<file path="src/rtl/decode_stage.sv">
// RV32I decode stage: splits an instruction into register indices, immediate, ALU op and
// control strobes, held in a valid/ready pipeline register. Optional M-extension via DECODE_M_EXT_EN.
module decode_stage #(
   parameter int unsigned XLEN     = 32,
   parameter int unsigned ALU_OP_W = 4
) (
   input  logic                clk,
   input  logic                reset,
   input  logic                flush,
   input  logic                in_valid,
   output logic                in_ready,
   input  logic [31:0]         in_instr,
   output logic                out_valid,
   input  logic                out_ready,
   output logic [4:0]          rs1,
   output logic [4:0]          rs2,
   output logic [4:0]          rd,
   output logic [XLEN-1:0]     immediate,
   output logic [ALU_OP_W-1:0] alu_op,
   output logic                alu_src_imm,
   output logic                limit_immediate,
   output logic                reg_write,
   output logic                mem_read,
   output logic                mem_write,
   output logic                branch,
   output logic                jump,
   output logic [2:0]          mem_size,
   output logic                illegal,
   output logic                illegal_seen
);

   localparam logic [6:0] OPC_OP     = 7'b0110011;
   localparam logic [6:0] OPC_OPIMM  = 7'b0010011;
   localparam logic [6:0] OPC_LOAD   = 7'b0000011;
   localparam logic [6:0] OPC_STORE  = 7'b0100011;
   localparam logic [6:0] OPC_BRANCH = 7'b1100011;
   localparam logic [6:0] OPC_LUI    = 7'b0110111;
   localparam logic [6:0] OPC_AUIPC  = 7'b0010111;
   localparam logic [6:0] OPC_JAL    = 7'b1101111;
   localparam logic [6:0] OPC_JALR   = 7'b1100111;

   localparam logic [6:0] F7_BASE = 7'b0000000;
   localparam logic [6:0] F7_ALT  = 7'b0100000;

   localparam logic [ALU_OP_W-1:0] ALU_ADD   = ALU_OP_W'(0);
   localparam logic [ALU_OP_W-1:0] ALU_SUB   = ALU_OP_W'(1);
   localparam logic [ALU_OP_W-1:0] ALU_XOR   = ALU_OP_W'(2);
   localparam logic [ALU_OP_W-1:0] ALU_OR    = ALU_OP_W'(3);
   localparam logic [ALU_OP_W-1:0] ALU_AND   = ALU_OP_W'(4);
   localparam logic [ALU_OP_W-1:0] ALU_SLL   = ALU_OP_W'(5);
   localparam logic [ALU_OP_W-1:0] ALU_SRL   = ALU_OP_W'(6);
   localparam logic [ALU_OP_W-1:0] ALU_SLT   = ALU_OP_W'(7);
   localparam logic [ALU_OP_W-1:0] ALU_SLTU  = ALU_OP_W'(8);
   localparam logic [ALU_OP_W-1:0] ALU_SRA   = ALU_OP_W'(9);
   localparam logic [ALU_OP_W-1:0] ALU_PASSB = ALU_OP_W'(10);
`ifdef DECODE_M_EXT_EN
   localparam logic [6:0] F7_MULDIV = 7'b0000001;
   localparam logic [ALU_OP_W-1:0] ALU_MUL    = ALU_OP_W'(11);
   localparam logic [ALU_OP_W-1:0] ALU_MULH   = ALU_OP_W'(12);
   localparam logic [ALU_OP_W-1:0] ALU_MULHSU = ALU_OP_W'(13);
   localparam logic [ALU_OP_W-1:0] ALU_MULHU  = ALU_OP_W'(14);
`endif

   // Base integer funct3 -> ALU op (funct7 alternates handled by the caller)
   function automatic logic [ALU_OP_W-1:0] f3_alu(input logic [2:0] f3);
      case (f3)
         3'b000:  f3_alu = ALU_ADD;
         3'b001:  f3_alu = ALU_SLL;
         3'b010:  f3_alu = ALU_SLT;
         3'b011:  f3_alu = ALU_SLTU;
         3'b100:  f3_alu = ALU_XOR;
         3'b101:  f3_alu = ALU_SRL;
         3'b110:  f3_alu = ALU_OR;
         default: f3_alu = ALU_AND;
      endcase
   endfunction

   logic [6:0] opc;
   logic [2:0] f3;
   logic [6:0] f7;
   logic [31:0] imm_i, imm_s, imm_b, imm_u, imm_j;

   assign opc = in_instr[6:0];
   assign f3  = in_instr[14:12];
   assign f7  = in_instr[31:25];

   assign imm_i = {{20{in_instr[31]}}, in_instr[31:20]};
   assign imm_s = {{20{in_instr[31]}}, in_instr[31:25], in_instr[11:7]};
   assign imm_b = {{20{in_instr[31]}}, in_instr[7], in_instr[30:25], in_instr[11:8], 1'b0};
   assign imm_u = {in_instr[31:12], 12'b0};
   assign imm_j = {{12{in_instr[31]}}, in_instr[19:12], in_instr[20], in_instr[30:21], 1'b0};

   logic [XLEN-1:0]     imm_d,  imm_q;
   logic [ALU_OP_W-1:0] alu_d,  alu_q;
   logic [4:0]          rs1_q, rs2_q, rd_d, rd_q;
   logic [2:0]          msize_d, msize_q;
   logic src_d, src_q, lim_d, lim_q, rw_d, rw_q, mr_d, mr_q, mw_d, mw_q;
   logic br_d, br_q, jmp_d, jmp_q, ill_d, ill_q;
   logic [31:0] imm32;
   logic valid_q, seen_q, xfer;

   // Instruction decode into the next bundle
   always_comb begin
      ill_d   = 1'b0;
      alu_d   = ALU_ADD;
      src_d   = 1'b0;
      lim_d   = 1'b0;
      rw_d    = 1'b0;
      mr_d    = 1'b0;
      mw_d    = 1'b0;
      br_d    = 1'b0;
      jmp_d   = 1'b0;
      msize_d = 3'b000;
      imm32   = 32'h0;
      case (opc)
         OPC_OP: begin
            rw_d = 1'b1;
            if (f7 == F7_BASE)                        alu_d = f3_alu(f3);
            else if (f7 == F7_ALT && f3 == 3'b000)    alu_d = ALU_SUB;
            else if (f7 == F7_ALT && f3 == 3'b101)    alu_d = ALU_SRA;
`ifdef DECODE_M_EXT_EN
            else if (f7 == F7_MULDIV && !f3[2]) begin
               case (f3[1:0])
                  2'b00:   alu_d = ALU_MUL;
                  2'b01:   alu_d = ALU_MULH;
                  2'b10:   alu_d = ALU_MULHSU;
                  default: alu_d = ALU_MULHU;
               endcase
            end
`endif
            else                                      ill_d = 1'b1;
         end
         OPC_OPIMM: begin
            rw_d  = 1'b1;
            src_d = 1'b1;
            imm32 = imm_i;
            alu_d = f3_alu(f3);
            if (f3 == 3'b001) begin
               lim_d = 1'b1;
               if (f7 != F7_BASE) ill_d = 1'b1;
            end else if (f3 == 3'b101) begin
               lim_d = 1'b1;
               if (f7 == F7_ALT)       alu_d = ALU_SRA;
               else if (f7 != F7_BASE) ill_d = 1'b1;
            end
         end
         OPC_LOAD: begin
            src_d   = 1'b1;
            mr_d    = 1'b1;
            rw_d    = 1'b1;
            msize_d = f3;
            imm32   = imm_i;
         end
         OPC_STORE: begin
            src_d   = 1'b1;
            mw_d    = 1'b1;
            msize_d = f3;
            imm32   = imm_s;
         end
         OPC_BRANCH: begin
            alu_d = ALU_SUB;
            br_d  = 1'b1;
            imm32 = imm_b;
         end
         OPC_LUI: begin
            alu_d = ALU_PASSB;
            src_d = 1'b1;
            rw_d  = 1'b1;
            imm32 = imm_u;
         end
         OPC_AUIPC: begin
            src_d = 1'b1;
            rw_d  = 1'b1;
            imm32 = imm_u;
         end
         OPC_JAL: begin
            src_d = 1'b1;
            rw_d  = 1'b1;
            jmp_d = 1'b1;
            imm32 = imm_j;
         end
         OPC_JALR: begin
            src_d = 1'b1;
            rw_d  = 1'b1;
            jmp_d = 1'b1;
            imm32 = imm_i;
         end
         default: ill_d = 1'b1;
      endcase
      // Unsupported encodings carry no side effects and no decoded fields
      if (ill_d) begin
         alu_d   = ALU_ADD;
         src_d   = 1'b0;
         lim_d   = 1'b0;
         rw_d    = 1'b0;
         mr_d    = 1'b0;
         mw_d    = 1'b0;
         br_d    = 1'b0;
         jmp_d   = 1'b0;
         msize_d = 3'b000;
         imm32   = 32'h0;
      end
   end

   assign rd_d  = rw_d ? in_instr[11:7] : 5'd0;
   assign imm_d = XLEN'($signed(imm32));

   assign in_ready = !valid_q || out_ready;
   assign xfer     = in_valid && in_ready;

   // Pipeline register; flush discards both the held and the incoming bundle
   always_ff @(posedge clk) begin
      if (reset) begin
         valid_q <= 1'b0;
         seen_q  <= 1'b0;
         rs1_q   <= '0;
         rs2_q   <= '0;
         rd_q    <= '0;
         imm_q   <= '0;
         alu_q   <= '0;
         src_q   <= 1'b0;
         lim_q   <= 1'b0;
         rw_q    <= 1'b0;
         mr_q    <= 1'b0;
         mw_q    <= 1'b0;
         br_q    <= 1'b0;
         jmp_q   <= 1'b0;
         msize_q <= '0;
         ill_q   <= 1'b0;
      end else begin
         if (valid_q && out_ready && ill_q) seen_q <= 1'b1;
         if (flush)                         valid_q <= 1'b0;
         else if (xfer)                     valid_q <= 1'b1;
         else if (valid_q && out_ready)     valid_q <= 1'b0;
         if (xfer && !flush) begin
            rs1_q   <= in_instr[19:15];
            rs2_q   <= in_instr[24:20];
            rd_q    <= rd_d;
            imm_q   <= imm_d;
            alu_q   <= alu_d;
            src_q   <= src_d;
            lim_q   <= lim_d;
            rw_q    <= rw_d;
            mr_q    <= mr_d;
            mw_q    <= mw_d;
            br_q    <= br_d;
            jmp_q   <= jmp_d;
            msize_q <= msize_d;
            ill_q   <= ill_d;
         end
      end
   end

   assign out_valid       = valid_q;
   assign illegal_seen    = seen_q;
   assign rs1             = rs1_q;
   assign rs2             = rs2_q;
   assign rd              = rd_q;
   assign immediate       = imm_q;
   assign alu_op          = alu_q;
   assign alu_src_imm     = src_q;
   assign limit_immediate = lim_q;
   assign reg_write       = rw_q;
   assign mem_read        = mr_q;
   assign mem_write       = mw_q;
   assign branch          = br_q;
   assign jump            = jmp_q;
   assign mem_size        = msize_q;
   assign illegal         = ill_q;

endmodule
</file>
<file path="config.mk">
export PLATFORM = sky130hd
export DESIGN_NAME = decode_stage
export DESIGN_NICKNAME = d
export VERILOG_FILES = /design/src/rtl/decode_stage.sv
export SDC_FILE = /design/constraint.sdc
export NUM_CORES = 1
export LEC_CHECK = 0
export BUFFER_PORTS_ARGS = -buffer_cell sky130_fd_sc_hd__buf_2
export CAP_MARGIN = 5
export CORE_ASPECT_RATIO = 1.2
export CORE_UTILIZATION = 53
export CTS_CLUSTER_DIAMETER = 60
export DETAILED_ROUTE_END_ITERATION = 8
export PLACE_DENSITY = 0.85
export RECOVER_POWER = 25
export SLEW_MARGIN = 40
export SYNTH_ARGS = -nofsm -noshare
export SYNTH_HDL_FRONTEND = slang
export SYNTH_SLANG_ARGS = --single-unit
</file>
<file path="constraint.sdc">
create_clock -name clk -period 6.09 [get_ports clk]
set_clock_uncertainty 0.05 [all_clocks]
set_input_delay 0.609 -clock clk [delete_from_list [all_inputs] [get_ports clk]]
set_output_delay 0.609 -clock clk [all_outputs]
set_load 0.02 [all_outputs]
</file>
==> results of run 1 <==
[flip-flops by register name (all words and copies together) (netlist names)]
signal and count:
jump 1, mem_read 1, alu_src_imm 1, reg_write 1
immediate 32, alu_op 4, rs1 5, out_valid 1
mem_write 1, limit_immediate 1, mem_size 3, illegal 1
branch 1, rd 5, rs2 5, illegal_seen 1
[cell usage in the layout, fill, tap and decap left out, types with 6 or more instances in the layout]
| master | netlist | layout |
|---|---|---|
| and3_1 | 6 | 6 |
| dfxtp_1 | 64 | 64 |
| buf_2 | 3 | 70 |
| clkbuf_8 | 0 | 9 |
| clkbuf_1 | 23 | 33 |
| nor2_1 | 11 | 10 |
| a32o_1 | 9 | 9 |
| inv_1 | 8 | 8 |
| nand2_1 | 65 | 65 |
| a22o_1 | 8 | 8 |
| o21ai_0 | 41 | 41 |
| a21oi_1 | 36 | 36 |
[power breakdown]
group | switching, uW | internal (uW)
Clock | 170 | 231
Sequential | 2.25 | 422
Combinational | 60.6 | 29.5
[metal layers]
metal,GRT usage,part of all wire,wire length (um)
met1,0.3658,0.42,3456
met2,0.4660,0.47,3818
met3,0.06675,0.073,597
met4,0.1653,0.040,324
met5,0,0,0
[logic make-up after synthesis]
| logic type | synth area share |
|---|---|
| compound gates | 0.2872 |
| mux | 0.003503 |
| simple gates | 0.2040 |
| xor+xnor | 0.003065 |
| buf+inv | 0.05385 |
| flops | 0.4483 |
[metrics by stage]
stage | hold slack (ns) | total power, uW | cell area [sq um]
after floorplan | 0.4804 | 485.4 | 2858
after global placement | 0.3799 | 516.3 | 3342
after detailed placement | 0.3869 | 522.2 | 3395
after CTS | 0.3990 | 912.9 | 3607
after global routing | 0.4155 | 945.6 | 3575
final | 0.3992 | 915.8 | 3575
[Yosys cell counts (3+ instances only)]
library cell  instances  share of area
nand2_1              65          0.085
dfxtp_1              64           0.45
o21ai_0              41          0.072
a21oi_1              36          0.063
clkbuf_1             23          0.030
nor2_1               11          0.014
a32o_1                9          0.032
a22o_1                8          0.025
inv_1                 8          0.011
and3_1                6          0.013
nor3_1                5         0.0088
a22oi_1               4          0.011
a41oi_1               4          0.012
nand3_1               4         0.0070
nor2b_1               4         0.0088
a2111oi_0             3         0.0092
a211oi_1              3         0.0079
a31oi_1               3         0.0066
buf_2                 3         0.0053
nand2b_1              3         0.0066
[worst max-delay path, stage by stage (launching register included)]
cell and delay [ns]:
dfxtp_1 0.32, nor2b_1 0.17, inv_1 0.08, nand3b_1 0.46, a2111oi_4 0.50, nand3_2 0.53, o21ai_0 0.41
[final timing paths]
| check | cells past startpoint | start | slack, ns | end |
|---|---|---|---|---|
| max | 6 | out_valid | 3.46 | immediate[7] |
| min | 2 | immediate[11] | 0.40 | immediate[11] |
| max reg2reg | 6 | out_valid | 3.46 | immediate[7] |
| min reg2reg | 2 | immediate[11] | 0.40 | immediate[11] |
[area by class of cell]
cell class                      instances  area share
Sequential cell                        64      0.3584
Timing Repair Buffer                  105      0.1467
Clock inverter                          5     0.02275
Multi-Input combinational cell        244      0.4060
Clock buffer                           11     0.03675
Inverter                                8    0.008400
Tap cell                               60     0.02100
==> flow_summary.yaml, run 1 <==
timing:
  min_period_over_period: 0.4323
  hold_viol_final: 0
  grt_setup_unrepaired: "false"
  finalWorstSetupSlack_ns: 3.457
  fin_crit_ns: 2.633
  setup_violations: 0
  timing.fmax_mhz: 379.9
  tightestPinTransition_ns: 0.8574
  tns_ns: 0
  max_slew_margin: 0.4284
  final_max_slew_viol_count: 0
synth:
  syn_avg_cell_area_sq_um: 8.307
  synth_edf_count: 0
  ys.warnings.count: 0
  synthFlopType: "dfxtp_1"
  postSynthCellCount: 344
  synth_seq_area_share: 0.4483
  async_flop_share: 0
  ys_seq_elements: 64
  synth_cell_type_count: 49
  synth_nets: 381
  syn_area_sq_mm: 0.002858
detailed_routing:
  drc: 0
  routed_wl_mm: 8.196
  routedWlPerCell_um: 16.49
  num_vias: 3007
  via_per_inst: 6.050
  route.antenna.remaining_nets: 0
  drtPass1Iterations: 4
  drt_iter0_drc: 294
floorplanning:
  start_util: 0.5665
  die_area_sq_mm: 0.005691
  die_y_um: 82.44
  ios: 102
  die_x_um: 69.03
  row_count: 28
  core_area_sq_mm: 0.005045
cts:
  post_cts_resized: 0
  clock_path_buffers: 2
  postCtsSetupRepairBufs: 0
  clkLatencyLatePin_ns: 0.34
  cts_htree_levels: 3
  cts_root_buffer: "clkbuf_8"
  numCtsBuffers: 9
  cts_hold_buf: 0
  path_clk_slew_ns: 0.07
  cts.sinks: 64
  cts_tree: "yes"
global_route:
  grt_max_degree: 32
  grt_pass1_vias: 2688
  grt_first_pass_wirelength_mm: 13.03
  grt-ovfl-total: 0
  antenna_found_initial: 0
  track_usage: 0.2914
placed_design:
  dpl_worst_slack_ns: 3.190
  hpwl_mm: 5.699
  dp_cells: 481
  gp_congestion: 0.9121
  port_buffers: 101
critical_path:
  worst_ep_required_time_ns: 6.28
  end_kind: "flop"
  crit_type: "reg2reg"
  start_kind: "flop"
  crit_fanout: 31
  cp.arrival_ns: 2.82
final_layout:
  ff_latch_area_sq_mm: 0.001281
  fin_cells: 497
  fin_util: 0.7086
  nets: 469
  multi_input_area_sq_mm: 0.001451
  drive_above_1_share: 0.2311
  antenna_cells: 0
  area_growth_pct: 25.09
  fill_cells: 428
status:
  status: "finished clean"
power:
  power.density_mw_per_mm2: 256.2
  p_leak_uw: 0.001418
  ir_drop_mv: 0.2492
worst_hold_path:
  hp-class: "reg2reg"
run:
  drv_cap: 0
Note: power is estimated with default switching activity, not from simulation.
==> run 2: changes to the inputs <==
- CORE_UTILIZATION: 53 -> 49
- PLACE_DENSITY: 0.85 -> 0.8
- clock period: 6.09 -> 2.6 ns (I/O delays scaled with it)
==> run 2 against run 1 <==
Against the previous run:
- final area is the same
- first-iteration DRC count fell by 21%
- clock-buffer cell count is 1 higher
- global-route usage fell by 2.5 points
- register-to-register slack got worse by 2.9 ns
- via count is 0.57% lower
- largest cell class unchanged
- largest power group unchanged
==> flow_summary.yaml, run 2 (synthesis results as in run 1) <==
status:
  status: "finished clean"
global_route:
  track_usage: 0.2660
  grt_pass1_vias: 2736
  grt_first_pass_wirelength_mm: 13.01
  grt-ovfl-total: 0
  antenna_found_initial: 0
  grt_max_degree: 37
timing:
  finalWorstSetupSlack_ns: 0.5271
  fin_crit_ns: 2.073
  tightestPinTransition_ns: 0.6619
  min_period_over_period: 0.7973
  max_slew_margin: 0.5587
  final_max_slew_viol_count: 0
  hold_slack_ns: 0.07534
  timing.fmax_mhz: 482.4
  hold_viol_final: 0
  tns_ns: 0
  setup_violations: 0
  grt_setup_unrepaired: "false"
final_layout:
  area_growth_pct: 25.09
  nets: 475
  antenna_cells: 0
  fin_util: 0.6349
  fill_cells: 517
  final_cell_mix: "71 x buf_2, 65 x nand2_1, 64 x dfxtp_1"
  drive_above_1_share: 0.2438
  layout_commonest_cell: "buf_2"
  largest_reg_flops: 32
power:
  p_leak_uw: 0.001430
  total_power_uw: 2022
  ir_drop_mv: 0.3427
  power.density_mw_per_mm2: 565.8
detailed_routing:
  route.antenna.remaining_nets: 0
  drtPass1Iterations: 4
  via_per_inst: 5.897
  routedWlPerCell_um: 16.03
  drt_iter0_drc: 233
  num_vias: 2990
  routed_wl_mm: 8.127
  drc: 0
run:
  drv_cap: 0
cts:
  cts.sinks: 64
  path_clk_slew_ns: 0.07
  cts_htree_levels: 3
  post_cts_resized: 0
  numCtsBuffers: 9
  cts_root_buffer: "clkbuf_8"
  clock_path_buffers: 2
  cts_tree: "yes"
  clkLatencyLatePin_ns: 0.33
  cts_hold_buf: 0
  postCtsSetupRepairBufs: 0
critical_path:
  worst_ep_required_time_ns: 2.83
  cp.arrival_ns: 2.30
  crit_type: "in2reg"
  start_kind: "input port"
  end_kind: "flop"
  crit_fanout: 18
placed_design:
  gp_congestion: 0.9028
  hpwl_mm: 5.774
  dpl_worst_slack_ns: 0.2024
  port_buffers: 101
worst_hold_path:
  hp-class: "in2reg"
floorplanning:
  start_util: 0.5076
  die_y_um: 85.66
  row_count: 30
  die_area_sq_mm: 0.006143
  ios: 102
  core_area_sq_mm: 0.005630
  die_x_um: 71.72
## run 2: worst paths after layout
check	start	to	slack, ns	depth (start not counted)
setup / recovery	in_instr[25]	rd[2]	0.53	6
hold reg to reg	immediate[11]	immediate[11]	0.40	2
hold / removal	flush	out_valid	0.08	2
setup reg to reg	out_valid	rd[2]	0.53	6
## run 2: final cells by class
class	count	area [sq um]	area share
inverter	8	30.03	0.008400
multi-input combinational	244	1435	0.4015
timing repair buffer	111	555.5	0.1554
sequential	64	1281	0.3584
clock buffer	12	165.2	0.04620
clock inverter	4	27.53	0.007700
tap	64	80.08	0.02240
## run 2: critical path: stages
cell,delay (ns)
buf_2,0.13
nor4_4,0.36
o211ai_2,0.17
a2111oi_4,0.46
and3_1,0.65
a32o_1,0.26
## run 2: stage by stage
stage | cell area, sq um | std cells
floorplan | 2858 | 344
global placement | 3420 | 491
detailed placement | 3420 | 491
CTS | 3612 | 507
global route | 3575 | 507
finish | 3575 | 507
## run 2: report_power, final
part / leakage, uW / internal [uW] / switching, uW
registers: 0.000517 / 989 / 5.22
logic: 0.000823 / 68.4 / 140
clock network: 0.0000906 / 423 / 397
total: 0.00143 / 1480 / 542
## run 2: metal layers
layer	track usage	share of wire	routed length, um	vias up
met5	0	0	0	-
met4	0.1016	0.022	177	0
met3	0.04348	0.065	530	19
met2	0.4623	0.51	4136	130
met1	0.3277	0.40	3282	1402
li1	-	-	-	1439
